<file path="src/rtl/spi_flash_responder.sv">
// SPI mode-0 flash emulator: serves READ (0x03) from a byte-wide memory port with one-byte prefetch.
// Define SPI_FLASH_RESP_FAST_READ_EN to also accept FAST_READ (0x0B) with 8 dummy clocks.
module spi_flash_responder #(
  parameter int unsigned ADDR_W    = 24,
  parameter int unsigned MEM_BYTES = 65536
) (
  input  logic              clk,
  input  logic              reset,
  input  logic              flash_csb,
  input  logic              flash_clk,
  input  logic              flash_io0,
  output logic              flash_io1,
  output logic              flash_io1_oe,
  output logic              mem_valid,
  output logic [ADDR_W-1:0] mem_addr,
  input  logic              mem_ready,
  input  logic [7:0]        mem_rdata,
  output logic              busy,
  output logic              underrun
);

  localparam logic [24:0]       MEM_SZ   = 25'(MEM_BYTES);
  localparam logic [ADDR_W-1:0] MEM_LAST = ADDR_W'(MEM_BYTES - 1);

  typedef enum logic [2:0] {
    ST_IDLE,
    ST_CMD,
    ST_ADDR,
    ST_DUMMY,
    ST_DATA,
    ST_IGNORE
  } state_t;

  logic csb_meta_q, csb_sync_q;
  logic sclk_meta_q, sclk_sync_q, sclk_prev_q;
  logic io0_meta_q, io0_sync_q;

  state_t            state_q, state_d;
  logic [4:0]        bit_cnt_q, bit_cnt_d;
  logic [22:0]       shift_q, shift_d;
  logic              fast_q, fast_d;
  logic [ADDR_W-1:0] addr_q, addr_d;
  logic [7:0]        out_sh_q, out_sh_d;
  logic              io1_q, io1_d;
  logic              oe_q, oe_d;
  logic [7:0]        buf_q, buf_d;
  logic              buf_vld_q, buf_vld_d;
  logic              mem_valid_q, mem_valid_d;
  logic [ADDR_W-1:0] mem_addr_q, mem_addr_d;
  logic              pend_q, pend_d;
  logic              drop_q, drop_d;
  logic              underrun_q, underrun_d;

  logic              sclk_rise, sclk_fall, mem_done, fetch_req;
  logic [23:0]       shift_in;
  logic [ADDR_W-1:0] addr_rx, addr_inc, fetch_addr;
  logic [7:0]        load_byte;

  always_ff @(posedge clk) begin
    if (reset) begin
      csb_meta_q  <= 1'b1;
      csb_sync_q  <= 1'b1;
      sclk_meta_q <= 1'b0;
      sclk_sync_q <= 1'b0;
      sclk_prev_q <= 1'b0;
      io0_meta_q  <= 1'b0;
      io0_sync_q  <= 1'b0;
    end else begin
      csb_meta_q  <= flash_csb;
      csb_sync_q  <= csb_meta_q;
      sclk_meta_q <= flash_clk;
      sclk_sync_q <= sclk_meta_q;
      sclk_prev_q <= sclk_sync_q;
      io0_meta_q  <= flash_io0;
      io0_sync_q  <= io0_meta_q;
    end
  end

  assign sclk_rise = sclk_sync_q & ~sclk_prev_q;
  assign sclk_fall = ~sclk_sync_q & sclk_prev_q;
  assign mem_done  = mem_valid_q & mem_ready;
  assign shift_in  = {shift_q, io0_sync_q};
  assign addr_rx   = ADDR_W'(25'(shift_in[ADDR_W-1:0]) % MEM_SZ);
  assign addr_inc  = (addr_q == MEM_LAST) ? '0 : addr_q + 1'b1;

  always_comb begin
    state_d     = state_q;
    bit_cnt_d   = bit_cnt_q;
    shift_d     = shift_q;
    fast_d      = fast_q;
    addr_d      = addr_q;
    out_sh_d    = out_sh_q;
    io1_d       = io1_q;
    oe_d        = oe_q;
    buf_d       = buf_q;
    buf_vld_d   = buf_vld_q;
    mem_valid_d = mem_valid_q;
    mem_addr_d  = mem_addr_q;
    pend_d      = pend_q;
    drop_d      = drop_q;
    underrun_d  = underrun_q;
    fetch_req   = 1'b0;
    fetch_addr  = addr_q;
    load_byte   = 8'hFF;

    // A fetch that was outstanding when its byte was abandoned completes with drop_q set and is discarded.
    if (mem_done) begin
      mem_valid_d = 1'b0;
      drop_d      = 1'b0;
      if (!drop_q) begin
        buf_d     = mem_rdata;
        buf_vld_d = 1'b1;
      end
    end else if (!mem_valid_q && pend_q) begin
      mem_valid_d = 1'b1;
      mem_addr_d  = addr_q;
      pend_d      = 1'b0;
    end

    if (csb_sync_q) begin
      state_d   = ST_IDLE;
      bit_cnt_d = '0;
      oe_d      = 1'b0;
      io1_d     = 1'b1;
      buf_vld_d = 1'b0;
      pend_d    = 1'b0;
      if (mem_valid_q && !mem_done) drop_d = 1'b1;
    end else begin
      case (state_q)
        ST_IDLE: begin
          state_d   = ST_CMD;
          bit_cnt_d = '0;
        end
        ST_CMD: if (sclk_rise) begin
          shift_d   = shift_in[22:0];
          bit_cnt_d = bit_cnt_q + 5'd1;
          if (bit_cnt_q == 5'd7) begin
            bit_cnt_d = '0;
            state_d   = ST_IGNORE;
            fast_d    = 1'b0;
            if (shift_in[7:0] == 8'h03) state_d = ST_ADDR;
`ifdef SPI_FLASH_RESP_FAST_READ_EN
            else if (shift_in[7:0] == 8'h0B) begin
              state_d = ST_ADDR;
              fast_d  = 1'b1;
            end
`endif
          end
        end
        ST_ADDR: if (sclk_rise) begin
          shift_d   = shift_in[22:0];
          bit_cnt_d = bit_cnt_q + 5'd1;
          if (bit_cnt_q == 5'd23) begin
            bit_cnt_d  = '0;
            addr_d     = addr_rx;
            fetch_req  = 1'b1;
            fetch_addr = addr_rx;
            state_d    = fast_q ? ST_DUMMY : ST_DATA;
          end
        end
        ST_DUMMY: if (sclk_rise) begin
          bit_cnt_d = bit_cnt_q + 5'd1;
          if (bit_cnt_q == 5'd7) begin
            bit_cnt_d = '0;
            state_d   = ST_DATA;
          end
        end
        ST_DATA: if (sclk_fall) begin
          oe_d = 1'b1;
          if (bit_cnt_q == 5'd0) begin
            // Byte boundary: take the prefetched byte (or one arriving this cycle), else underrun.
            if (buf_vld_q) begin
              load_byte = buf_q;
              buf_vld_d = 1'b0;
            end else if (mem_done && !drop_q) begin
              load_byte = mem_rdata;
              buf_vld_d = 1'b0;
            end else begin
              load_byte  = 8'hFF;
              underrun_d = 1'b1;
              if (mem_valid_q && !mem_done) drop_d = 1'b1;
            end
            io1_d      = load_byte[7];
            out_sh_d   = {load_byte[6:0], 1'b1};
            bit_cnt_d  = 5'd7;
            addr_d     = addr_inc;
            fetch_req  = 1'b1;
            fetch_addr = addr_inc;
          end else begin
            io1_d     = out_sh_q[7];
            out_sh_d  = {out_sh_q[6:0], 1'b1};
            bit_cnt_d = bit_cnt_q - 5'd1;
          end
        end
        ST_IGNORE: ;
        default: state_d = ST_IDLE;
      endcase
    end

    if (fetch_req) begin
      if (!mem_valid_q) begin
        mem_valid_d = 1'b1;
        mem_addr_d  = fetch_addr;
        pend_d      = 1'b0;
      end else begin
        pend_d = 1'b1;
      end
    end
  end

  always_ff @(posedge clk) begin
    if (reset) begin
      state_q     <= ST_IDLE;
      bit_cnt_q   <= '0;
      shift_q     <= '0;
      fast_q      <= 1'b0;
      addr_q      <= '0;
      out_sh_q    <= '1;
      io1_q       <= 1'b1;
      oe_q        <= 1'b0;
      buf_q       <= '0;
      buf_vld_q   <= 1'b0;
      mem_valid_q <= 1'b0;
      mem_addr_q  <= '0;
      pend_q      <= 1'b0;
      drop_q      <= 1'b0;
      underrun_q  <= 1'b0;
    end else begin
      state_q     <= state_d;
      bit_cnt_q   <= bit_cnt_d;
      shift_q     <= shift_d;
      fast_q      <= fast_d;
      addr_q      <= addr_d;
      out_sh_q    <= out_sh_d;
      io1_q       <= io1_d;
      oe_q        <= oe_d;
      buf_q       <= buf_d;
      buf_vld_q   <= buf_vld_d;
      mem_valid_q <= mem_valid_d;
      mem_addr_q  <= mem_addr_d;
      pend_q      <= pend_d;
      drop_q      <= drop_d;
      underrun_q  <= underrun_d;
    end
  end

  assign flash_io1    = io1_q;
  assign flash_io1_oe = oe_q;
  assign mem_valid    = mem_valid_q;
  assign mem_addr     = mem_addr_q;
  assign busy         = ~csb_sync_q;
  assign underrun     = underrun_q;

endmodule

</file>
<file path="config.mk">
export PLATFORM = sky130hd
export DESIGN_NAME = spi_flash_responder
export DESIGN_NICKNAME = d
export VERILOG_FILES = /design/src/rtl/spi_flash_responder.sv
export SDC_FILE = /design/constraint.sdc
export NUM_CORES = 1
export LEC_CHECK = 0
export BUFFER_PORTS_ARGS = -buffer_cell sky130_fd_sc_hd__buf_2
export CAP_MARGIN = 5
export CORE_AREA = 2 2 104 106
export CTS_CLUSTER_SIZE = 28
export DETAILED_ROUTE_END_ITERATION = 10
export DIE_AREA = 0 0 106 108
export GPL_ROUTABILITY_DRIVEN = 1
export PLACE_DENSITY_LB_ADDON = 0.12
export SETUP_SLACK_MARGIN = 0.5
export SLEW_MARGIN = 20
export SYNTH_ARGS = -nofsm -noshare
export SYNTH_HDL_FRONTEND = slang
export SYNTH_SLANG_ARGS = --single-unit
</file>
<file path="constraint.sdc">
create_clock -name clk -period 6.4 [get_ports clk]
set_input_delay 0.96 -clock clk [delete_from_list [all_inputs] [get_ports clk]]
set_output_delay 0.96 -clock clk [all_outputs]
set_load 0.1 [all_outputs]
</file>
* After elaboration in Yosys (flattened, before gate mapping)
Index checks and enable logic that the tools add are counted.
** Operators by class
- Add/subtract/negate cells :: 3
- Equal/unequal tests :: 18
- Mux-type cells :: 60
- Bitwise operators :: 10
- Reductions and logical operators :: 22
** Operators with widths (number)
- two-way mux 24 bit :: 10
- case mux 24 bit (2 select lines) :: 1
- two-way mux 1 bit :: 30
- two-way mux 5 bit :: 6
- adder 24 x 1 -> 24 bit (second input constant) :: 1
- == test 24 x 16 -> 1 bit (second input constant) :: 1
- two-way mux 8 bit :: 3
- two-way mux 3 bit :: 7
- case mux 5 bit (4 select lines) :: 1
- case mux 3 bit (5 select lines) :: 1
- inequality test 2 bit (second input constant) :: 7
- == test 8 x 2 -> 1 bit (second input constant) :: 1
- OR reduction 2 bit :: 4
- NOT 1 bit :: 7
- AND reduction 7 bit :: 1
- == test 3 x 2 -> 1 bit (second input constant) :: 2
- == test 3 bit (second input constant) :: 2
- AND reduction 2 bit :: 3
- AND reduction 3 bit :: 2
- AND reduction 6 bit :: 1
- adder 5 x 1 -> 5 bit (second input constant) :: 1
- == test 5 x 3 -> 1 bit (second input constant) :: 1
- == test 5 bit (second input constant) :: 1
- logical NOT 5 bit :: 1
- 12 further kinds :: 18
** Storage, ports and cells
- Register bits :: 101
- Input port bits :: 14
- Word-level logic and storage cells :: 134

* Depth between registers and ports, before layout
Gate-level depths: netlist of run 1.
- Depth in word-level cells :: 10
- Depth in mapped cells :: 10
- Gate-level depth less buffers :: 8

* Worst setup path before layout of run 1
No wires, ideal clock.
- Path kind :: reg-to-reg
- From :: reg mem_valid_q (netlist: mem_valid)
- To :: reg mem_addr_q[21] (netlist: mem_addr[21])
- Arrival :: 2541 ps
- Data required time :: 6336 ps
- Slack :: 3795 ps
- Stages on the path, launching flop included :: 8
- Path buffers :: 3
- Clock period less this slack :: 2605 ps
- Cells stage by stage :: dfxtp_1 -> clkbuf_1 -> nand2b_1 -> clkbuf_1 -> clkbuf_1 -> nor3b_1 -> a22oi_1 -> nand3_1
** On the way
- Cells in the longest elaborated chain, start to end :: 6
** RTL lines
- start: declaration :: line 48 : logic mem_valid_q, mem_valid_d;
- start signal: assignment :: line 239 : mem_valid_q <= mem_valid_d;
- logical NOT 1 bit
- logical AND 1 bit :: line 114 : end else if (!mem_valid_q && pend_q) begin
- two-way mux 24 bit :: line 114
- two-way mux 24 bit :: line 107 : if (mem_done) begin
- two-way mux 24 bit :: line 201 : if (!mem_valid_q) begin
- two-way mux 24 bit * :: line 200 : if (fetch_req) begin
- end signal: assignment :: line 240 : mem_addr_q <= mem_addr_d;
- end: declaration :: line 49 : logic [ADDR_W-1:0] mem_addr_q, mem_addr_d;
Every way passes the cells marked *; elsewhere a longest branch is shown, timed or not.
A chain may end at the register's enable or synchronous reset.

* Final worst setup path of run 1
- From :: reg bit_cnt_q[0]
- To :: reg mem_addr_q[16] (netlist: mem_addr[16])
** On the way
- Cells in the longest elaborated chain, start to end :: 7
** RTL lines
- start: declaration :: line 39 : logic [4:0] bit_cnt_q, bit_cnt_d;
- start signal: assignment :: line 230 : bit_cnt_q <= bit_cnt_d;
- == test 5 bit or logical NOT 5 bit (tied branches) :: line 153, 170
- two-way mux 24 bit, on equally long branches (2 in series)
- case mux 24 bit (2 select lines)
- two-way mux 24 bit
- two-way mux 24 bit :: line 201
- two-way mux 24 bit * :: line 200
Marked as above.

==> impl_metrics.ini, run 1 <==
[timing]
worst_pin_slew_ns = 0.971
fin_crit_ns = 2.92
period_share_pct = 45.7
fin_ws_ns = 3.48
setup_violations = 0
fin_setup_tns_ns = 0
fin_skew_ns = 0.00908
finalHoldViolCount = 0
slew_violations = 0
grt_setup_unrepaired = false
max_freq_mhz = 342
slew_headroom_pct = 35.2

[worst_setup_path]
crit_required_ns = 6.66
critPathLaunchType = register
end_kind = register
crit_path_end = mem_addr[16]
crit_fanout = 17
r2r_setup_slack_ns = 3.48
cp-startpoint = bit_cnt_q[0]
r2r_cells = 8
r2r-start = bit_cnt_q[0]
path_class = register to register
r2r-end = mem_addr[16]
crit_arrival_ns = 3.18

[power_and_ir_drop]
p_sw_mw = 0.255
clkPwrFrac_pct = 39.7
p_total_mw = 1.08
sequentialPowerShare_pct = 57.8
peakVddDrop_uv = 123
power.density_nw_per_um2 = 196
intPower_mw = 0.828
power_leakage_nw = 2.17
switching_share_pct = 23.6
power_frac_comb_pct = 2.5

[clocking]
clk_pin_slew_ns = 0.10
ctsResizeCount = 0
cts_sinks = 100
clockBufferDepth = 2
htree_levels = 3
clock_latency_ns = 0.37
post_cts_buffers = 0
cts_tree = built
cts_root_buf = clkbuf_8
cts-buffers-inserted = 9
postCtsHoldBufs = 0

[synthesis]
seq_area_frac_synth_pct = 39.5
synth_area_um2 = 5060
synth_area_per_cell_um2 = 8.29
yosys_warnings = 0
synth_edf_count = 0
syn-num-nets = 629
synth_cell_types = 60
synth-seq-cells = 100
synthFlopType = dfxtp_1
synthCells = 611
async_reset_ff_share_pct = 0

[outcome]
status = finished clean

[final_layout]
area_growth_pct = 9.39
antenna_cells = 0
drive_above_1_share_pct = 14.4
fillers = 990
nNetsFinal = 650
fin_util_pct = 54.2

[placed_design]
hpwl_mm = 8.77
port_buffers = 42
dp_worst_setup_slack_ns = 3.57
gp_congestion = 0.874

[job]
cap_violations = 0

[floorplan]
coreArea_um2 = 10200
dieArea_um2 = 11400
fp.dieH_um = 108
rows = 37
die_w_um = 106
start_util_pct = 49.5
pin_count = 43

[grt]
grt_pass1_wl_mm = 21.3
grt-ovfl-total = 0
first_global_vias = 4196
antenna_found_initial = 0
grt_max_degree = 90
grt_usage_pct = 23.3

[worst_hold_path]
hold_class = register to register

[detailed_routing]
viasPerCell = 5.90
wl_mm = 12.9
vias = 4558
drt_iter0_drc = 350
drt-wirelength-per-cell_um = 16.6
route.detailed.drc = 0
dr.pass1.iters = 5
ant_nets = 0
[kinds of logic after synthesis]
| logic type | Yosys count | synth area share (%) |
|---|---|---|
| XOR/XNOR | 6 | 1.04 |
| AND/OR/NAND/NOR | 258 | 25.9 |
| adder cells (fa/ha/maj) | 4 | 0.988 |
| AO/OA/AOI/OAI | 163 | 21.8 |
| flip-flops | 100 | 39.5 |
| multiplexers | 35 | 6.99 |
| buffers and inverters | 45 | 3.80 |
[cell usage after synthesis (all sizes together), types with 3 or more instances]
cell type	number	share of area (%)
dfxtp	100	40
nor2	78	6.0
nand2	56	4.2
a21oi	55	5.4
clkbuf	35	2.6
mux2i	32	6.3
o21ai	26	2.7
nor3	17	1.7
a21o	15	2.2
nand3	15	1.5
nor2b	13	1.6
nand2b	12	1.5
nand4	9	1.1
or3	9	1.1
nor4	8	1.3
or2	8	0.99
a221oi	7	1.6
a22oi	7	1.0
and2	7	0.86
o311ai	7	1.2
a211o	6	1.0
a211oi	6	0.89
a222oi	6	1.2
a311oi	6	1.0
a31oi	6	0.74
and3	6	0.74
inv	6	0.44
nand3b	6	0.89
xnor2	5	0.86
and4	4	0.69
buf	4	0.77
ha	4	0.99
or4	4	0.67
mux2	3	0.67
[cell type report]
cell class,instances,area [µm²],area share (%)
inverter,6,22.5,0.407
timing repair buffer,49,263,4.74
multi-input combinational,466,2880,51.9
clock buffer,10,138,2.48
tap,136,170,3.07
sequential,100,2000,36.1
clock inverter,6,68.8,1.24
[layer usage]
metal  up-vias  global-route usage (%)  wire length (µm)
li1       2267                       -                 -
met1      2144                    32.7              6210
met2       128                    36.7              5790
met5         -                       0                 0
met3        19                    3.68               619
met4         0                    7.52               229
[cell usage in the layout, fill, tap and decap left out, types with 5 or more instances in the layout]
| cell | Yosys | final |
|---|---|---|
| a311oi_1 | 6 | 6 |
| inv_1 | 6 | 6 |
| o311ai_0 | 7 | 7 |
| nand3_1 | 15 | 15 |
| clkbuf_8 | 0 | 10 |
| buf_4 | 0 | 7 |
| and3_1 | 6 | 6 |
| dfxtp_1 | 100 | 100 |
| or3_1 | 9 | 9 |
| nor2_1 | 75 | 75 |
| mux2i_1 | 32 | 32 |
| a31oi_1 | 6 | 6 |
| a21o_1 | 15 | 15 |
| a211oi_1 | 6 | 6 |
| or2_2 | 8 | 8 |
| nand2_1 | 56 | 56 |
| nor3_1 | 17 | 17 |
| buf_2 | 1 | 42 |
| nand3b_1 | 6 | 6 |
| a211o_1 | 6 | 6 |
| o21ai_0 | 21 | 21 |
| and2_1 | 7 | 7 |
| nand4_1 | 9 | 9 |
| nand2b_1 | 12 | 12 |
| a222oi_1 | 6 | 6 |
| nor4_1 | 7 | 7 |
| a21oi_1 | 55 | 55 |
| a22oi_1 | 7 | 7 |
| nor2b_1 | 13 | 13 |
| xnor2_1 | 5 | 5 |
[power by group through the flow]
stage	Combinational [mW]	Clock, mW	Sequential (mW)
2_1_floorplan	0.0196	0	0.639
3_3_place_gp	0.0268	0	0.641
3_5_place_dp	0.0271	0	0.641
4_1_cts	0.0272	0.437	0.626
5_1_grt	0.0301	0.463	0.627
6_report	0.0273	0.430	0.626
[worst max-delay path, cell delays in order, from the launching register on]
cell and delay, ns:
dfxtp_1 0.38, inv_1 0.10, ha_1 0.17, or4b_4 0.60
nor4_1 0.84, nand2_1 0.16, a21o_1 0.23, a21oi_1 0.23
a21oi_1 0.10
[state kept, by name, summed over array words and instances (netlist names), 3 cells and up]
register and count:
addr_q 24, bit_cnt_q 5, buf_q 8, mem_addr 24, out_sh_q 7, shift_q 15
state_q 3
[worst min path at each step]
stage	from	end	cells after the start
floorplan	csb_meta_q	csb_sync_q	1
global placement	csb_meta_q	csb_sync_q	1
detailed placement	csb_meta_q	csb_sync_q	1
CTS	csb_meta_q	csb_sync_q	1
global route	csb_meta_q	csb_sync_q	1
finish	csb_meta_q	csb_sync_q	1
[stage by stage]
| stage | instance area [µm²] | hold WS (ns) | instances |
|---|---|---|---|
| finish | 5540 | 0.425 | 773 |
| global route | 5540 | 0.449 | 773 |
| CTS | 5540 | 0.425 | 773 |
| detailed placement | 5330 | 0.398 | 757 |
| global placement | 5330 | 0.393 | 757 |
| floorplan | 5060 | 0.389 | 611 |
No activity file was read; power rests on OpenSTA's default activity.
==> inputs of run 2 (changes only) <==
==> constraint.sdc (replaced) <==
create_clock -name clk -period 2.8 [get_ports clk]
set_input_delay 0.42 -clock clk [delete_from_list [all_inputs] [get_ports clk]]
set_output_delay 0.42 -clock clk [all_outputs]
set_load 0.1 [all_outputs]
==> impl_metrics.ini, run 2 (synthesized netlist as in run 1, its figures left out) <==
[outcome]
status = finished clean

[detailed_routing]
drt_iter0_drc = 306
viasPerCell = 5.98
vias = 4831
ant_nets = 0
wl_mm = 14.0
drt-wirelength-per-cell_um = 17.4
route.detailed.drc = 0
dr.pass1.iters = 6

[final_layout]
antenna_cells = 0
design_area_um2 = 6190
drive_above_1_share_pct = 26.0
nNetsFinal = 685
layout_common_cells = dfxtp_1 (93), nor2_1 (69), nand2_1 (54), a21oi_1 (48), buf_2 (43)
area_growth_pct = 22.2
final_common_cell = dfxtp_1
fillers = 896

[clocking]
cts_root_buf = clkbuf_8
cts_sinks = 100
cts-buffers-inserted = 9
clk_pin_slew_ns = 0.10
clock_latency_ns = 0.38
clockBufferDepth = 2
cts_tree = built
htree_levels = 3

[floorplan]
rows = 37
dieArea_um2 = 11400
pin_count = 43
fp.dieH_um = 108
coreArea_um2 = 10200
start_util_pct = 49.5
die_w_um = 106

[power_and_ir_drop]
intPower_mw = 1.95
power.density_nw_per_um2 = 407
peakVddDrop_uv = 279
sequentialPowerShare_pct = 56.7
switching_share_pct = 22.6
clkPwrFrac_pct = 40.6
p_total_mw = 2.52
p_sw_mw = 0.571
power_frac_comb_pct = 2.7
power_leakage_nw = 2.46

[worst_setup_path]
crit_arrival_ns = 2.71
slowest_stage = or4b_4
crit_family = simple AND/OR/NAND/NOR gates
r2r_setup_slack_ns = 0.35
path_buf_inv = 3
critPathMaxStageDelay_ns = 0.50
crit_required_ns = 3.06
end_kind = register
crit_fanout = 6
r2r_cells = 10
r2r-start = bit_cnt_q[0]
path_cells = inv_4 > ha_4 > or4b_4 > buf_6 > nor4_4 > nand4_1 > mux2_4 > a222oi_1 > buf_4 > nor2_1
path_class = register to register
r2r-end = addr_q[13]
critPathLaunchType = register

[timing]
period_share_pct = 87.5
worst_pin_slew_ns = 0.983
setup_violations = 0
slew_violations = 0
slew_headroom_pct = 34.5
fin_ws_ns = 0.351
max_freq_mhz = 408
fin_crit_ns = 2.45
fin_setup_tns_ns = 0
finalHoldViolCount = 0
fin_skew_ns = 0.00916
grt_setup_unrepaired = true

[job]
cap_violations = 0

[grt]
antenna_found_initial = 0
grt-ovfl-total = 0
first_global_vias = 4430
grt_pass1_wl_mm = 22.2
grt_max_degree = 34
grt_usage_pct = 24.2

[placed_design]
placed_cell_area_um2 = 5460
gp_congestion = 0.866
dp_worst_setup_slack_ns = 0.252
port_buffers = 42
hpwl_mm = 9.26

[worst_hold_path]
holdPathEnd = csb_meta_q
min_path_cells = 2
hold_class = input port to register
hold_start = flash_csb
[run 2: cell types whose count changed in the layout (fill, tap and decap cells not counted), sizes merged]
cell	change
buf	+35
inv	-3
bufinv	+1
clkinv	+1
clkinvlp	+1
[run 2: per-layer routing]
metal | up-vias | global-route usage (%) | part of all wire, %
li1 | 2337 | - | -
met1 | 2312 | 32.7 | 47
met2 | 155 | 39.8 | 46
met3 | 27 | 3.86 | 5.1
met4 | 0 | 7.71 | 2.3
met5 | - | 0 | 0
[run 2: cell type report]
cell class / instances / area [µm²] / share of cell area (%)
Clock inverter: 6 / 88.8 / 1.44
Timing Repair Buffer: 84 / 573 / 9.26
Tap cell: 136 / 170 / 2.75
Multi-Input combinational cell: 466 / 3190 / 51.6
Inverter: 6 / 25.0 / 0.404
Sequential cell: 100 / 2010 / 32.5
Clock buffer: 10 / 128 / 2.06
[run 2: stage by stage]
stage	cells	hold slack (ns)	util [%]
floorplan	611	0.389	-
global placement	770	0.394	53.4
detailed placement	770	0.410	53.4
CTS	803	0.213	57.9
global route	808	0.207	60.5
finish	808	0.217	60.5
[run 2: timing repair]
item                       CTS  global route
resized for setup           30            54
hold endpoints to repair     0             0
setup buffers               17             4
pin swaps                   21            27
gates cloned                 0             1
hold buffers                 0             0
setup endpoints to repair   40            48
[run 2: worst max path at each step]
stage / from / endpoint / slack [ns] / cells past startpoint
after floorplan: bit_cnt_q[1] / mem_addr[2] / 0.39 / 10
after global placement: bit_cnt_q[0] / mem_addr[21] / 0.31 / 8
after detailed placement: bit_cnt_q[1] / mem_addr[21] / 0.25 / 8
after CTS: bit_cnt_q[0] / mem_addr[2] / 0.31 / 8
after global routing: bit_cnt_q[0] / addr_q[13] / 0.25 / 10
final: bit_cnt_q[0] / addr_q[13] / 0.35 / 10
[run 2: power by group through the flow]
stage	combinational (mW)	sequential, mW	clock [mW]
after floorplan	0.0448	1.46	0
after global placement	0.0632	1.46	0
after CTS	0.0655	1.43	1.05
after global routing	0.0742	1.43	1.11
final	0.0678	1.43	1.02
after detailed placement	0.0636	1.46	0
